[src/rtl/csa_arbiter_if.sv]
// Requester/consumer bundle for the shared carry-select adder arbiter.
// master = requesters + response consumer, slave = the arbiter.
interface csa_arbiter_if #(
  parameter int NREQ = 4,
  parameter int IDW  = 2
) ();
  logic [NREQ-1:0]    req_valid;
  logic [NREQ-1:0]    req_ready;
  logic [NREQ*32-1:0] req_a;
  logic [NREQ*32-1:0] req_b;
  logic [NREQ-1:0]    req_cin;
  logic [NREQ-1:0]    req_wide;
  logic               rsp_valid;
  logic               rsp_ready;
  logic [IDW-1:0]     rsp_id;
  logic [31:0]        rsp_sum;
  logic               rsp_cout;

  modport master (
    output req_valid, req_a, req_b, req_cin, req_wide, rsp_ready,
    input  req_ready, rsp_valid, rsp_id, rsp_sum, rsp_cout
  );

  modport slave (
    input  req_valid, req_a, req_b, req_cin, req_wide, rsp_ready,
    output req_ready, rsp_valid, rsp_id, rsp_sum, rsp_cout
  );
endinterface

[src/rtl/csa_arbiter.sv]
// Round-robin arbiter sharing one external 16-bit adder between NREQ
// requesters. Narrow ops take one adder pass, wide ops take two with the
// low-half carry chained into the high pass.
//
// state | meaning
// IDLE  | search for a requester from the pointer, grant and latch operands
// LO    | low-half pass on the adder
// HI    | high-half pass, carry-in from the LO pass (wide ops only)
// OUT   | hold the response until the consumer takes it
module csa_arbiter #(
  parameter int NREQ = 4,
  parameter int IDW  = 2
) (
  input  logic         clk,
  input  logic         rst_n,
  csa_arbiter_if.slave bus,
  output logic [15:0]  add_a_o,
  output logic [15:0]  add_b_o,
  output logic         add_cin_o,
  input  logic [15:0]  add_sum_i,
  input  logic         add_cout_i
);

  typedef enum logic [1:0] {IDLE, LO, HI, OUT} state_t;

  localparam int            NSLOT  = 2 ** IDW;
  localparam logic [IDW:0]  NREQ_W = (IDW + 1)'(NREQ);
  localparam logic [IDW-1:0] LAST  = IDW'(NREQ - 1);

  state_t          state_q;
  logic [IDW-1:0]  ptr_q;
  logic [IDW-1:0]  ptr_d;
  logic [31:0]     a_q;
  logic [31:0]     b_q;
  logic            cin_q;
  logic            wide_q;
  logic [IDW-1:0]  id_q;
  logic [15:0]     sum_lo_q;
  logic            c_q;
  logic            rsp_valid_q;
  logic [31:0]     rsp_sum_q;
  logic            rsp_cout_q;

  logic [NSLOT-1:0] valid_ext;
  logic [NSLOT-1:0] ready_ext;
  logic [IDW:0]     scan_idx;
  logic             gnt_found;
  logic [IDW-1:0]   gnt_idx;
  logic [31:0]      sel_a;
  logic [31:0]      sel_b;
  logic             sel_cin;
  logic             sel_wide;

  // Round-robin search starting at the pointer, wrapping at NREQ.
  always_comb begin
    valid_ext = '0;
    valid_ext[NREQ-1:0] = bus.req_valid;
    gnt_found = 1'b0;
    gnt_idx   = '0;
    scan_idx  = '0;
    for (int k = 0; k < NREQ; k++) begin
      scan_idx = {1'b0, ptr_q} + (IDW + 1)'(k);
      if (scan_idx >= NREQ_W) scan_idx = scan_idx - NREQ_W;
      if (!gnt_found && valid_ext[scan_idx[IDW-1:0]]) begin
        gnt_found = 1'b1;
        gnt_idx   = scan_idx[IDW-1:0];
      end
    end
    ptr_d = (gnt_idx == LAST) ? '0 : gnt_idx + 1'b1;
  end

  // Operand mux for the granted requester.
  always_comb begin
    sel_a    = '0;
    sel_b    = '0;
    sel_cin  = 1'b0;
    sel_wide = 1'b0;
    for (int i = 0; i < NREQ; i++) begin
      if (gnt_idx == IDW'(i)) begin
        sel_a    = bus.req_a[32*i +: 32];
        sel_b    = bus.req_b[32*i +: 32];
        sel_cin  = bus.req_cin[i];
        sel_wide = bus.req_wide[i];
      end
    end
  end

  // Accept strobe only in IDLE; held off while reset is asserted so no
  // handshake can complete on a reset edge.
  always_comb begin
    ready_ext = '0;
    if (state_q == IDLE && rst_n && gnt_found) ready_ext[gnt_idx] = 1'b1;
    bus.req_ready = ready_ext[NREQ-1:0];
  end

  // Adder operands: low half in LO, high half with chained carry in HI.
  always_comb begin
    add_a_o   = '0;
    add_b_o   = '0;
    add_cin_o = 1'b0;
    case (state_q)
      LO: begin
        add_a_o   = a_q[15:0];
        add_b_o   = b_q[15:0];
        add_cin_o = cin_q;
      end
      HI: begin
        add_a_o   = a_q[31:16];
        add_b_o   = b_q[31:16];
        add_cin_o = c_q;
      end
      default: ;
    endcase
  end

  // Transaction FSM with registered response outputs.
  always_ff @(posedge clk) begin
    if (!rst_n) begin
      state_q     <= IDLE;
      ptr_q       <= '0;
      a_q         <= '0;
      b_q         <= '0;
      cin_q       <= 1'b0;
      wide_q      <= 1'b0;
      id_q        <= '0;
      sum_lo_q    <= '0;
      c_q         <= 1'b0;
      rsp_valid_q <= 1'b0;
      rsp_sum_q   <= '0;
      rsp_cout_q  <= 1'b0;
    end else begin
      case (state_q)
        IDLE: begin
          if (gnt_found) begin
            a_q     <= sel_a;
            b_q     <= sel_b;
            cin_q   <= sel_cin;
            wide_q  <= sel_wide;
            id_q    <= gnt_idx;
            ptr_q   <= ptr_d;
            state_q <= LO;
          end
        end
        LO: begin
          sum_lo_q <= add_sum_i;
          c_q      <= add_cout_i;
          if (wide_q) begin
            state_q <= HI;
          end else begin
            rsp_sum_q   <= {16'h0000, add_sum_i};
            rsp_cout_q  <= add_cout_i;
            rsp_valid_q <= 1'b1;
            state_q     <= OUT;
          end
        end
        HI: begin
          rsp_sum_q   <= {add_sum_i, sum_lo_q};
          rsp_cout_q  <= add_cout_i;
          rsp_valid_q <= 1'b1;
          state_q     <= OUT;
        end
        OUT: begin
          if (bus.rsp_ready) begin
            rsp_valid_q <= 1'b0;
            state_q     <= IDLE;
          end
        end
        default: state_q <= IDLE;
      endcase
    end
  end

  assign bus.rsp_valid = rsp_valid_q;
  assign bus.rsp_id    = id_q;
  assign bus.rsp_sum   = rsp_sum_q;
  assign bus.rsp_cout  = rsp_cout_q;

endmodule

[src/flat_wrapper.sv]
// flat-port wrapper written by rule: the top's interface ports become plain ports
module csa_arbiter_flat 
#(
  parameter int NREQ = 4,
  parameter int IDW  = 2
)
  (clk, rst_n, add_a_o, add_b_o, add_cin_o, add_sum_i, add_cout_i, bus_req_valid, bus_req_a, bus_req_b, bus_req_cin, bus_req_wide, bus_rsp_ready, bus_req_ready, bus_rsp_valid, bus_rsp_id, bus_rsp_sum, bus_rsp_cout);
  csa_arbiter_if #(.NREQ(NREQ), .IDW(IDW)) bus_i ();
  input  logic clk;
  input  logic rst_n;
  output logic [15:0] add_a_o;
  output logic [15:0] add_b_o;
  output logic add_cin_o;
  input  logic [15:0] add_sum_i;
  input  logic add_cout_i;
  input wire logic [$bits(bus_i.req_valid)-1:0] bus_req_valid;
  input wire logic [$bits(bus_i.req_a)-1:0] bus_req_a;
  input wire logic [$bits(bus_i.req_b)-1:0] bus_req_b;
  input wire logic [$bits(bus_i.req_cin)-1:0] bus_req_cin;
  input wire logic [$bits(bus_i.req_wide)-1:0] bus_req_wide;
  input wire logic [$bits(bus_i.rsp_ready)-1:0] bus_rsp_ready;
  output wire logic [$bits(bus_i.req_ready)-1:0] bus_req_ready;
  output wire logic [$bits(bus_i.rsp_valid)-1:0] bus_rsp_valid;
  output wire logic [$bits(bus_i.rsp_id)-1:0] bus_rsp_id;
  output wire logic [$bits(bus_i.rsp_sum)-1:0] bus_rsp_sum;
  output wire logic [$bits(bus_i.rsp_cout)-1:0] bus_rsp_cout;
  assign bus_i.req_valid = bus_req_valid;
  assign bus_i.req_a = bus_req_a;
  assign bus_i.req_b = bus_req_b;
  assign bus_i.req_cin = bus_req_cin;
  assign bus_i.req_wide = bus_req_wide;
  assign bus_i.rsp_ready = bus_rsp_ready;
  assign bus_req_ready = bus_i.req_ready;
  assign bus_rsp_valid = bus_i.rsp_valid;
  assign bus_rsp_id = bus_i.rsp_id;
  assign bus_rsp_sum = bus_i.rsp_sum;
  assign bus_rsp_cout = bus_i.rsp_cout;
  csa_arbiter #(.NREQ(NREQ), .IDW(IDW)) u_core (.clk(clk), .rst_n(rst_n), .bus(bus_i), .add_a_o(add_a_o), .add_b_o(add_b_o), .add_cin_o(add_cin_o), .add_sum_i(add_sum_i), .add_cout_i(add_cout_i));
endmodule
[config.mk]
export PLATFORM = sky130hd
export DESIGN_NAME = csa_arbiter_flat
export DESIGN_NICKNAME = d
export VERILOG_FILES = /design/src/rtl/csa_arbiter_if.sv /design/src/rtl/csa_arbiter.sv /design/src/flat_wrapper.sv
export SDC_FILE = /design/constraint.sdc
export NUM_CORES = 1
export LEC_CHECK = 0
export ABC_AREA = 1
export CAP_MARGIN = 20
export CORE_AREA = 2 2 141 143
export DETAILED_ROUTE_END_ITERATION = 7
export DIE_AREA = 0 0 143 145
export GPL_ROUTABILITY_DRIVEN = 0
export PLACE_DENSITY_LB_ADDON = 0.08
export SYNTH_ARGS = -nofsm -noshare
export SYNTH_HDL_FRONTEND = slang
export SYNTH_SLANG_ARGS = --single-unit
[constraint.sdc]
create_clock -name clk -period 3.32 [get_ports clk]
set_input_delay 0.332 -clock clk [delete_from_list [all_inputs] [get_ports clk]]
set_output_delay 0.332 -clock clk [all_outputs]
set_load 0.01 [all_outputs]
# Word level (Yosys, flattened, before mapping)
# Index checks and enable logic that the tools add are counted.
# totals
ff_bits	123
out_inout_bits	73
# op_classes
n_addsub	8
magnitude_cmp	10
n_eq_ne	9
mux	54
n_reduce_logical	17
# op_table
operator	n
$mux W32	9
$pmux W16 S2	2
$pmux W32 S2	1
$mux W2	11
$mux W1	21
$lt A2 B3 Y1 const B	5
$ge A3 B3 Y1 const B	3
$bmux W1 S2	4
$eq A2 B2 Y1 const B	4
$pmux W2 S4	1
$sub A2 B1 Y2 const B	4
$add A2 B2 Y3 const B	2
$logic_and A1 B1 Y1	6
$reduce_and A2 Y1	3
$eq A2 B1 Y1 const B	2
$logic_not A2 Y1	2
$mux W4	1
$ne A2 B2 Y1 const B	2
$pmux W1 S2	2
$add A2 B1 Y3 const B	1
$ge A2 B3 Y1 const B	1
$logic_not A1 Y1	3
$pmux W1 S3	1
$reduce_and A3 Y1	1
other kinds (6)	6

# Longest topological paths before layout
# logic_depth
ltp_word	19
depth_mapped	26

# Worst setup path after synthesis
# Ideal clock, no wire load.
# synth_path
path_kind	register -> register
from	register u_core.ptr_q[0]
to	register u_core.b_q[5]
t_arrival_ps	2417
required_ps	3256
setup_slack_ps	839
stages_incl_launch_ff	26
path_buffers	4
period_less_slack_ps	2481
cell_sequence	dfxtp_1 -> buf_6 -> inv_6 -> nand2_1 -> nand3_1 -> nand2_2 -> inv_1 -> nand2_1 -> nand2_1 -> nand2_1 -> inv_1 -> nand2_1 -> inv_1 -> ha_1 -> clkbuf_1 -> nor2_1 -> buf_2 -> buf_2 -> nand2_1 -> nand2_1 -> o21ai_0 -> nand2_1 -> o21ai_0 -> nand2_1 -> nand2_1 -> nor2_1
# synth_between
elab_chain_cells	19
# synth_lines
element	line	text
from (decl)	csa_arbiter.sv:31	logic [IDW-1:0] ptr_q;
from (signal assigned)	csa_arbiter.sv:140	ptr_q <= ptr_d;
parallel branches: the longest is 13 deep, another holds $add A2 B1 Y3	n/a	
$mux W2 (*)	csa_arbiter.sv:64	if (!gnt_found && valid_ext[scan_idx[IDW-1:0]]) begin
named net u_core.gnt_idx[0]	csa_arbiter.sv:48	logic [IDW-1:0] gnt_idx;
$logic_not A2 Y1	csa_arbiter.sv:79	if (gnt_idx == IDW'(i)) begin
$mux W32 (3 in a row)	csa_arbiter.sv:79	
$mux W32 (*)	csa_arbiter.sv:79	
to (signal assigned)	csa_arbiter.sv:136	b_q <= sel_b;
to (decl)	csa_arbiter.sv:34	logic [31:0] b_q;
# Mark *: on every way through the listed nets, which the timed path passes. The select of a mux whose other input is x is not followed.
# A chain may end at the register's enable or synchronous reset.

# Worst setup path in the final report
# layout_path
from	register u_core.ptr_q[1]
to	output port bus_req_ready[2]
# layout_between
elab_chain_cells	19
# layout_lines
element	line	text
parallel branches: the longest is 13 deep, another holds $add A2 B1 Y3	n/a	
$mux W2 (*)	csa_arbiter.sv:64	
named net u_core.gnt_idx[1]	csa_arbiter.sv:48	
$lt A2 B3 Y1 (not written as such) or $ge A2 B1 Y1 (tied branches)	csa_arbiter.sv:92	if (state_q == IDLE && rst_n && gnt_found) ready_ext[gnt_idx] = 1'b1;
$logic_and A1 B1 Y1 (not written as such)	csa_arbiter.sv:92	
$mux W1 (not written as such)	csa_arbiter.sv:92	
$demux W1 S2 (*)	n/a	
$mux W4 (*)	csa_arbiter.sv:92	
to (decl)	flat_wrapper.sv:22	output wire logic [$bits(bus_i.req_ready)-1:0] bus_req_ready;
# Marked as above.

==> flow_summary_export.csv <==
group,metric,value,unit
status,status,"finished clean",
cts,htree_levels,4,
timing,rsz0062_at_grt,"no",
setup_path,path_class,"reg -> out",
cts,post_cts_buffers,0,
setup_path,critPathLaunchType,"flop",
power_and_ir_drop,ir_worst_vdd,0.9859,mV
timing,fmax,320.6,MHz
synth,synth_fp_nets,1565,
synth,ys_ff_latch,123,
floorplanning,core_area,19210,um2
cts,clock_latency,0.42,ns
setup_path,end_kind,"output port",
synth,synthAdderAreaFrac,1.347,%
timing,fin_setup_tns,0,ns
synth,synth_top_family_by_area,"simple AND/OR/NAND/NOR gates",
synth,synth_compound_area_share,23.02,%
cts,cts_buffers,17,
route,firstDrtPassIters,5,
final_layout,utilization,61.20,%
placement,io_buffers,360,
setup_path,path_max_fanout,6,
global_routing,grt_max_degree,137,
synth,seq_area_frac_synth,33.14,%
route,wl_per_cell,14.90,um
cts,tritoncts,"yes",
floorplanning,ios,361,
route,via_count,8983,
final_layout,drive_above_1_share,4.611,%
floorplanning,die_h,145,um
timing,min_period_over_period,93.95,%
timing,fin_crit,3.119,ns
setup_path,r2r_slack,0.43,ns
timing,slew_viol_final,0,
synth,synth-simple-area-share,34.11,%
route,routed_via_density,4.858,
floorplanning,rows,51,
cts,clock_path_buffers,2,
cts,clk_transition_reported_paths,0.06,ns
run,cap_violations,0,
hold_path,hold_path_class,"in -> reg",
global_routing,antenna_found_initial,1,
synth,yosysWarnings,0,
synth,netlist_area,7431,um2
floorplanning,die_area,20740,um2
global_routing,grt_pass1_vias,8438,
timing,hold_violations,0,
synth,avgSynthCellArea,5.856,um2
final_layout,syn2layout_area_growth,58.19,%
setup_path,required,2.99,ns
synth,netlist-cell-type-count,23,
timing,worst_pin_slew,0.8169,ns
timing,relSlewSlack,45.48,%
timing,setup_viol,0,
power_and_ir_drop,power_density,1150,nW/um2
synth,synthCells,1269,
floorplanning,start_util,38.69,%
placement,dp_hpwl,20380,um
route,ant_nets,0,
global_routing,grt_pass1_wl,42710,um
route,drtIter0Drc,484,
cts,ctsRootBufferMaster,"clkbuf_16",
route,drc,0,
floorplanning,die_x,143,um
setup_path,crit_arrival,2.79,ns
global_routing,gr-total-overflow,0,
timing,fin_skew,0.007100,ns
synth,synth.area.mux_share,0,%
final_layout,finalNetCount,1866,
synth,synth_xor_area_share,0,%
power_and_ir_drop,leakage,5.102,nW
global_routing,grt_usage,26.04,%
cts,clock-sinks,123,
route,wirelength,27550,um
## cells by family (layout without fill, tap and decap cells)
group / count (synthesis) / after routing
adder cells (fa/ha/maj): 8 / 8
AND/OR/NAND/NOR: 657 / 657
buffers and inverters: 140 / 454
other: 0 / 1
flip-flops: 123 / 123
AO/OA/AOI/OAI: 341 / 341
## routing by layer
layer | global-route usage [%] | wire, um | vias to the layer above
li1 | - | - | 4685
met1 | 31.02 | 11580 | 3962
met2 | 45.50 | 13560 | 285
met3 | 6.106 | 1644 | 51
met4 | 8.812 | 756 | 0
met5 | 0 | 0 | -
## stage by stage
step | std cells | hold slack [ns] | instance area (um2) | setup slack, ns | total power [W]
after floorplan | 1269 | 0.4543 | 7431 | 0.8390 | 0.008907
after global placement | 1816 | 0.4517 | 11160 | 0.1415 | 0.01161
after CTS | 1848 | 0.3944 | 11750 | 0.007023 | 0.01360
after global routing | 1849 | 0.4271 | 11760 | 0.02068 | 0.01501
after detailed placement | 1816 | 0.4551 | 11160 | 0.1022 | 0.01169
final | 1849 | 0.4148 | 11760 | 0.2009 | 0.01351
## synthesized netlist by cell type
library cell | n | area (um2)
nand2_1 | 459 | 1723
a21oi_1 | 169 | 845.8
nor2_1 | 161 | 604.3
o21ai_0 | 140 | 700.7
dfxtp_1 | 123 | 2462
clkbuf_1 | 63 | 236.5
inv_1 | 37 | 138.9
o21ai_1 | 31 | 155.2
nand3_1 | 25 | 125.1
buf_1 | 11 | 41.29
buf_2 | 11 | 55.05
buf_6 | 9 | 101.4
ha_1 | 8 | 100.1
nand2_2 | 7 | 43.79
buf_4 | 3 | 22.52
inv_2 | 3 | 11.26
clkinv_1 | 2 | 7.510
nand4_1 | 2 | 12.51
a211o_1 | 1 | 8.760
inv_6 | 1 | 8.760
nand3_2 | 1 | 10.01
nor2_4 | 1 | 11.26
nor3_1 | 1 | 5.000
## registers in the layout, indices dropped and copies added (netlist names), 2 cells and up
signal              count
u_core.a_q             32
u_core.b_q             32
u_core.bus.rsp_sum     32
u_core.sum_lo_q        16
u_core.bus.rsp_id       2
u_core.ptr_q            2
u_core.state_q          2
## placed cells by master (no fill, tap or decap), types with 13 or more instances in the layout
cell             count
buf_4               13
nand3_1             25
nor2_1             159
inv_1               36
dfxtp_1            122
clkbuf_16           17
clkdlybuf4s50_1    359
a21oi_1            169
o21ai_1             31
o21ai_0            140
nand2_1            459
## worst paths after layout
check / cells past startpoint / start / to
hold / removal: 3 / rst_n / u_core.a_q[15]$_SDFFE_PN0P_
setup / recovery: 14 / u_core.ptr_q[1]$_SDFFE_PN0P_ / bus_req_ready[2]
setup reg to reg: 20 / u_core.ptr_q[1]$_SDFFE_PN0P_ / u_core.wide_q$_SDFFE_PN0P_
hold reg to reg: 2 / u_core.bus.rsp_sum[25]$_SDFFE_PN0P_ / u_core.bus.rsp_sum[25]$_SDFFE_PN0P_
## repair_timing
action	in CTS	in global routing
endpoints found under the setup margin	0	9
endpoints found under the hold margin	0	0
hold buffers	0	0
resized for setup	0	2
## area by class of cell
| cell class | instances | area (um2) |
|---|---|---|
| flip-flops and latches | 123 | 2466 |
| fillers | 1865 | 7452 |
| repair buffers | 379 | 3831 |
| inverters | 43 | 170.2 |
| clock buffers | 17 | 425.4 |
| multi-input cells | 1006 | 4365 |
| diodes | 1 | 2.502 |
| clock inverters | 15 | 162.7 |
| well taps | 265 | 331.6 |
## power by group
group | switching [W] | internal (W)
Sequential | 0.000288 | 0.00206
Clock | 0.000732 | 0.00112
Combinational | 0.00583 | 0.00349
Total | 0.00685 | 0.00666
## worst max-delay path, stage by stage, from the launching register on
cell             delay [ns]
dfxtp_1                0.43
inv_2                  0.08
nand2_1                0.08
nand2_2                0.09
nand2_2                0.08
nand2_2                0.06
nor2_4                 0.13
nand3_1                0.09
nand3_1                0.07
nand2_1                0.11
inv_1                  0.11
ha_2                   0.24
inv_2                  0.08
nor2_1                 0.12
clkdlybuf4s50_1        0.58
No activity file was read; power rests on OpenSTA's default activity.
